==> src/rtl/rf_wb_arbiter_if.sv <==
// rtl/rf_wb_arbiter_if.sv - write-back request, reservation and register-file bus
// The slave side is the arbiter; the master side is the pipeline (or bench) around it.
interface rf_wb_arbiter_if #(
  parameter int NREGS = 8,
  parameter int DW    = 16,
  parameter int AW    = 3
);
  logic             req0_valid;
  logic [AW-1:0]    req0_addr;
  logic [DW-1:0]    req0_data;
  logic             req0_ready;
  logic             req1_valid;
  logic [AW-1:0]    req1_addr;
  logic [DW-1:0]    req1_data;
  logic             req1_ready;
  logic             rsv_valid;
  logic [AW-1:0]    rsv_addr;
  logic [AW-1:0]    qa_addr;
  logic [AW-1:0]    qb_addr;
  logic             hazard;
  logic [NREGS-1:0] rf_we;
  logic [DW-1:0]    rf_din;
  logic [NREGS-1:0] busy;
  logic [15:0]      wb_count;

  modport slave (
    input  req0_valid, req0_addr, req0_data,
    output req0_ready,
    input  req1_valid, req1_addr, req1_data,
    output req1_ready,
    input  rsv_valid, rsv_addr, qa_addr, qb_addr,
    output hazard, rf_we, rf_din, busy, wb_count
  );

  modport master (
    output req0_valid, req0_addr, req0_data,
    input  req0_ready,
    output req1_valid, req1_addr, req1_data,
    input  req1_ready,
    output rsv_valid, rsv_addr, qa_addr, qb_addr,
    input  hazard, rf_we, rf_din, busy, wb_count
  );
endinterface

==> src/rtl/rf_wb_arbiter.sv <==
// rtl/rf_wb_arbiter.sv - two-requester round-robin register-file write-back arbiter
// with a destination-register scoreboard; register 0 is hardwired zero.
module rf_wb_arbiter #(
  parameter int NREGS = 8,
  parameter int DW    = 16,
  parameter int AW    = 3
) (
  input  logic              clk,
  input  logic              rst,
  rf_wb_arbiter_if.slave    wb
);

  logic             r_prio;
  logic [NREGS-1:0] r_rf_we;
  logic [DW-1:0]    r_rf_din;
  logic [NREGS-1:0] r_busy;
  logic [15:0]      r_wb_count;

  logic             w_gnt0;
  logic             w_gnt1;
  logic             w_accept;
  logic [AW-1:0]    w_addr;
  logic [DW-1:0]    w_data;
  logic [NREGS-1:0] w_addr_oh;
  logic [NREGS-1:0] w_rsv_oh;
  logic [NREGS-1:0] w_busy_nxt;

  // r_prio set means req1 wins a tie; grants are suppressed while in reset
  always_comb begin
    w_gnt0   = ~rst & wb.req0_valid & (~wb.req1_valid | ~r_prio);
    w_gnt1   = ~rst & wb.req1_valid & (~wb.req0_valid |  r_prio);
    w_accept = w_gnt0 | w_gnt1;
    w_addr   = w_gnt1 ? wb.req1_addr : wb.req0_addr;
    w_data   = w_gnt1 ? wb.req1_data : wb.req0_data;
  end

  always_comb begin
    w_addr_oh = '0;
    w_rsv_oh  = '0;
    if (w_accept && (w_addr != '0)) begin
      w_addr_oh[w_addr] = 1'b1;
    end
    if (wb.rsv_valid && (wb.rsv_addr != '0)) begin
      w_rsv_oh[wb.rsv_addr] = 1'b1;
    end
    // a reservation landing on the same edge as the write-back keeps the register busy
    w_busy_nxt = (r_busy & ~w_addr_oh) | w_rsv_oh;
  end

  always_ff @(posedge clk or posedge rst) begin
    if (rst) begin
      r_prio     <= 1'b0;
      r_rf_we    <= '0;
      r_rf_din   <= '0;
      r_busy     <= '0;
      r_wb_count <= '0;
    end else begin
      r_rf_we <= w_addr_oh;
      r_busy  <= w_busy_nxt;
      if (w_accept) begin
        r_rf_din   <= w_data;
        r_wb_count <= r_wb_count + 16'd1;
        r_prio     <= w_gnt0;
      end
    end
  end

  assign wb.req0_ready = w_gnt0;
  assign wb.req1_ready = w_gnt1;
  assign wb.hazard     = r_busy[wb.qa_addr] | r_busy[wb.qb_addr];
  assign wb.rf_we      = r_rf_we;
  assign wb.rf_din     = r_rf_din;
  assign wb.busy       = r_busy;
  assign wb.wb_count   = r_wb_count;

endmodule

==> src/flat_wrapper.sv <==
// flat-port wrapper written by rule: the top's interface ports become plain ports
module rf_wb_arbiter_flat 
#(
  parameter int NREGS = 8,
  parameter int DW    = 16,
  parameter int AW    = 3
)
  (clk, rst, wb_req0_valid, wb_req0_addr, wb_req0_data, wb_req0_ready, wb_req1_valid, wb_req1_addr, wb_req1_data, wb_req1_ready, wb_rsv_valid, wb_rsv_addr, wb_qa_addr, wb_qb_addr, wb_hazard, wb_rf_we, wb_rf_din, wb_busy, wb_wb_count);
  rf_wb_arbiter_if #(.NREGS(NREGS), .DW(DW), .AW(AW)) wb_i ();
  input  logic clk;
  input  logic rst;
  input wire logic [$bits(wb_i.req0_valid)-1:0] wb_req0_valid;
  input wire logic [$bits(wb_i.req0_addr)-1:0] wb_req0_addr;
  input wire logic [$bits(wb_i.req0_data)-1:0] wb_req0_data;
  output wire logic [$bits(wb_i.req0_ready)-1:0] wb_req0_ready;
  input wire logic [$bits(wb_i.req1_valid)-1:0] wb_req1_valid;
  input wire logic [$bits(wb_i.req1_addr)-1:0] wb_req1_addr;
  input wire logic [$bits(wb_i.req1_data)-1:0] wb_req1_data;
  output wire logic [$bits(wb_i.req1_ready)-1:0] wb_req1_ready;
  input wire logic [$bits(wb_i.rsv_valid)-1:0] wb_rsv_valid;
  input wire logic [$bits(wb_i.rsv_addr)-1:0] wb_rsv_addr;
  input wire logic [$bits(wb_i.qa_addr)-1:0] wb_qa_addr;
  input wire logic [$bits(wb_i.qb_addr)-1:0] wb_qb_addr;
  output wire logic [$bits(wb_i.hazard)-1:0] wb_hazard;
  output wire logic [$bits(wb_i.rf_we)-1:0] wb_rf_we;
  output wire logic [$bits(wb_i.rf_din)-1:0] wb_rf_din;
  output wire logic [$bits(wb_i.busy)-1:0] wb_busy;
  output wire logic [$bits(wb_i.wb_count)-1:0] wb_wb_count;
  assign wb_i.req0_valid = wb_req0_valid;
  assign wb_i.req0_addr = wb_req0_addr;
  assign wb_i.req0_data = wb_req0_data;
  assign wb_req0_ready = wb_i.req0_ready;
  assign wb_i.req1_valid = wb_req1_valid;
  assign wb_i.req1_addr = wb_req1_addr;
  assign wb_i.req1_data = wb_req1_data;
  assign wb_req1_ready = wb_i.req1_ready;
  assign wb_i.rsv_valid = wb_rsv_valid;
  assign wb_i.rsv_addr = wb_rsv_addr;
  assign wb_i.qa_addr = wb_qa_addr;
  assign wb_i.qb_addr = wb_qb_addr;
  assign wb_hazard = wb_i.hazard;
  assign wb_rf_we = wb_i.rf_we;
  assign wb_rf_din = wb_i.rf_din;
  assign wb_busy = wb_i.busy;
  assign wb_wb_count = wb_i.wb_count;
  rf_wb_arbiter #(.NREGS(NREGS), .DW(DW), .AW(AW)) u_core (.clk(clk), .rst(rst), .wb(wb_i));
endmodule
==> config.mk <==
export PLATFORM = sky130hd
export DESIGN_NAME = rf_wb_arbiter_flat
export DESIGN_NICKNAME = d
export VERILOG_FILES = /design/src/rtl/rf_wb_arbiter_if.sv /design/src/rtl/rf_wb_arbiter.sv /design/src/flat_wrapper.sv
export SDC_FILE = /design/constraint.sdc
export NUM_CORES = 1
export LEC_CHECK = 0
export BUFFER_PORTS_ARGS = -buffer_cell sky130_fd_sc_hd__buf_2
export CORE_UTILIZATION = 47
export DETAILED_ROUTE_END_ITERATION = 8
export PLACE_DENSITY = 0.79
export SETUP_SLACK_MARGIN = 0.1
export SLEW_MARGIN = 20
export SYNTH_ARGS = -nofsm -noshare
export SYNTH_HDL_FRONTEND = slang
export SYNTH_SLANG_ARGS = --single-unit
==> constraint.sdc <==
create_clock -name clk -period 1.6 [get_ports clk]
set_input_delay 0.08 -clock clk [delete_from_list [all_inputs] [get_ports clk]]
set_output_delay 0.08 -clock clk [all_outputs]
set_load 0.1 [all_outputs]
==> impl_results.rst <==
.. list-table::
   :header-rows: 1

   * - Metric
     - Value
   * - Register-to-Register Path Depth
     - 4
   * - Pin count of the biggest net entering global routing
     - 30
   * - Number of standard cells in the layout, taps in and fillers out
     - 397
   * - Main area contributors after synthesis
     - dfrtp_1 (52%), mux2i_1 (8.5%), xnor2_1 (4.4%), mux4_2 (3.8%), nand2_1 (3.8%)
   * - CTS sink count
     - 49
   * - Gr ovfl total
     - 0
   * - Most common cell in the synthesized netlist
     - dfrtp_1
   * - Die height
     - 73.0 um
   * - Nature of the critical path startpoint
     - flop
   * - First drt pass iteration count
     - 4
   * - Number of H-tree levels
     - 2
   * - Critical Path Sink Type
     - output pin
   * - Maximum fanout encountered on the critical timing path
     - 4
   * - Mean Syn Cell Area
     - 10.8 um^2
   * - Failing checks
     - setup timing
   * - Peak supply drop
     - 1.23 mV
   * - Share of total power in combinational logic
     - 49.8%
   * - Time the worst path needs with I/O delays and setup
     - 1.72 ns
   * - Number of port buffers
     - 102
   * - HP Class
     - input pin to async pin
   * - Share of total power in the clock network
     - 14.5%
   * - Sequential area share after synthesis
     - 51.8%
   * - Antenna-violating nets left
     - 0
   * - Final hold vios
     - 0
   * - Avg WL per Cell
     - 13.6 um
   * - Int Pwr
     - 2300 uW
   * - Netlist area before placement
     - 2370 um^2
   * - Setup Crit Path Kind
     - flop to output pin
   * - Stages on worst setup path
     - 4
   * - Worst path buffer plus inverter count
     - 1
   * - Critical Path Slowest Stage Cell
     - mux4_2
   * - Portion of total power attributed to sequential cells
     - 35.7%
   * - Cell type with the highest aggregate area in the netlist
     - dfrtp_1
   * - Synthesized netlist net count
     - 272
   * - Final number of max-transition violations
     - 0
   * - Run status
     - finished, violations left
   * - Yosys synthesis warning count
     - 0
   * - Fraction of layout instances using a drive strength above 1
     - 50.3%
   * - Via density per instance
     - 5.02
   * - Vias after detailed routing
     - 1,994
   * - Clock tree from TritonCTS
     - built
   * - Switching power share of the total
     - 52.6%
   * - Clk_lat worst skew
     - 0.30 ns
   * - Synthesis-to-layout area growth
     - 36.5%
   * - Die ar.
     - 5320 um^2
   * - Top post-synthesis cells by count
     - dfrtp_1 (49), nand2_1 (24), mux2i_1 (20)
   * - Net count, final
     - 382
   * - Number of clock buffers inserted by TritonCTS
     - 5
   * - CTS Root Cell
     - clkbuf_8
   * - Initial Utilization
     - 49.5%
   * - Share of Yosys cell area claimed by the top area cell type
     - 51.8%
   * - Floorplan row count
     - 25
   * - Maximum clock frequency
     - 580 MHz
   * - Post-synthesis cell count
     - 219
   * - Clock buffer depth
     - 2
   * - Largest stage delay on the critical path
     - 0.48 ns
   * - Count of flip-flops with a built-in enable after synthesis
     - 0
   * - Util after Layout
     - 67.5%
   * - All-Layer GR Usage
     - 20.5%
   * - Seq cells post-synth
     - 49
   * - Worst clock skew on the final layout
     - 0.00452 ns
   * - Share of the clock period used by the worst path
     - 108%
   * - DRC viols
     - 0
   * - Via count of the first global-routing pass
     - 1,871
   * - Half-perimeter wire length after placement
     - 4100 um
   * - Crit-path leading delay family
     - multiplexers
   * - Crit path setup slack, layout
     - -0.123 ns
   * - Reg2Reg Setup Slack
     - 0.19 ns
   * - CTS Hold Buffers Added
     - 0
   * - Boundary Pins
     - 103
   * - Main synth FF type
     - dfrtp_1
   * - Total wire length
     - 5410 um
   * - Gpl congestion
     - 0.851
   * - Worst path cell trace
     - mux4_2 -> mux2i_1 -> nand2_1 -> buf_6
   * - Antenna Diode Count
     - 0
   * - Core Footprint
     - 4790 um^2
   * - # Max-Cap Violations
     - 0
   * - Post-placement cell count
     - 387
   * - Register clock-pin slew on the reported worst setup and hold paths
     - 0.09 ns
   * - Die Width
     - 73.0 um
   * - Final setup vio count
     - 1
   * - Leakage power
     - 0.00161 uW
   * - Critical path arrival
     - 1.64 ns
   * - Starting DRT DRC Count
     - 76
   * - P per Cell Area
     - 1500 nW/um^2
   * - Unrepaired setup endpoints after global routing
     - true
   * - Net switching component of the power
     - 2550 uW
   * - FFs w/ async S/R, synth
     - 100%
   * - Count of different cell masters after synthesis
     - 41
   * - First-pass GRT wire length
     - 8200 um
   * - Number of antenna violations at the first check in global routing
     - 0
   * - WHS
     - 0.0507 ns
   * - Required time at the worst-slack endpoint
     - 1.52 ns
per-layer routing:
metal | global-route usage (%) | share of wire (%) | up-vias
met5 | 0 | 0 | -
met3 | 4.42 | 4.2 | 8
met2 | 34.4 | 52 | 63
met1 | 26.1 | 43 | 946
met4 | 7.63 | 1.4 | 0
li1 | - | - | 977
state kept, by name (all words and copies together) (netlist names):
| register | count |
|---|---|
| u_core.r_prio | 1 |
| u_core.wb.wb_count | 16 |
| u_core.wb.rf_we | 8 |
| u_core.wb.busy | 8 |
| u_core.wb.rf_din | 16 |
cells in the final DEF (no fill, tap or decap), types with 3 or more instances in the layout:
cell type,instances
mux4_2,4
o21ai_1,6
nand2_1,23
mux2i_1,19
nor2_1,11
a21oi_1,6
nor3b_1,3
xnor2_1,12
nor3_1,7
xor2_1,3
nand3_1,5
dfrtp_2,14
nand4_1,6
nand2b_1,6
dfrtp_1,27
dfrtp_4,8
buf_2,99
inv_1,7
o21ai_0,12
buf_4,8
clkbuf_8,5
power by group through the flow:
| stage | combinational, uW | sequential [uW] | clock, uW |
|---|---|---|---|
| final | 2420 | 1730 | 704 |
| after global routing | 2510 | 1770 | 782 |
| after CTS | 2420 | 1730 | 741 |
| after detailed placement | 2380 | 1760 | 0 |
| after global placement | 2350 | 1750 | 0 |
| after floorplan | 527 | 3180 | 0 |
worst reg2reg max path, delay by kind of cell (launching register included):
kind           cells  cell delay, ns
AO/OA/AOI/OAI      4            0.87
flip-flops         1            0.44
through the flow:
step           total power (uW)  setup slack, ns  setup TNS, ns  area (um^2)
2_1_floorplan              3710           -0.280         -0.280         2460
3_3_place_gp               4100            0.144              0         3080
3_5_place_dp               4140           0.0682              0         3080
4_1_cts                    4890           -0.141         -0.141         3200
5_1_grt                    5060           -0.203         -0.203         3230
6_report                   4860           -0.123         -0.123         3230
cell type report:
class	count	area, um^2
Clock buffer	5	68.8
Clock inverter	3	17.5
Fill cell	406	1550
Sequential cell	49	1270
Inverter	9	37.5
Multi-Input combinational cell	153	1130
Timing Repair Buffer	111	622
Tap cell	67	83.8
worst paths after layout:
kind	end	from
min reg2reg	u_core.wb.busy[0]	u_core.wb.busy[0]
max in group asynchronous	u_core.wb.wb_count[7]	rst
min	u_core.r_prio	rst
max reg2reg	u_core.wb.busy[6]	u_core.r_prio
max	wb_hazard	u_core.wb.busy[3]
min in group clk	u_core.wb.rf_din[12]	wb_req1_data[12]
cell families (layout without fill, tap and decap cells):
family                     count (synthesis)  in the layout  share of synthesized area [%]
muxes                                     27             27                           13.7
xor gates and xnor gates                  15             15                           5.55
DFF                                       49             49                           51.8
and+or+nand+nor                           75             75                           16.0
adders and majority gates                  1              1                          0.528
buffers and inverters                     17            128                           3.33
AOI/OAI and AO/OA                         34             34                           8.99
other                                      1              1                          0.158
repair_timing:
item	in CTS	in global routing
buffers inserted	2	0
endpoints found under the hold margin	0	0
resized for setup	7	8
endpoints found under the setup margin	10	20
pin swaps	0	2
Power figures use the tool's default switching activity.
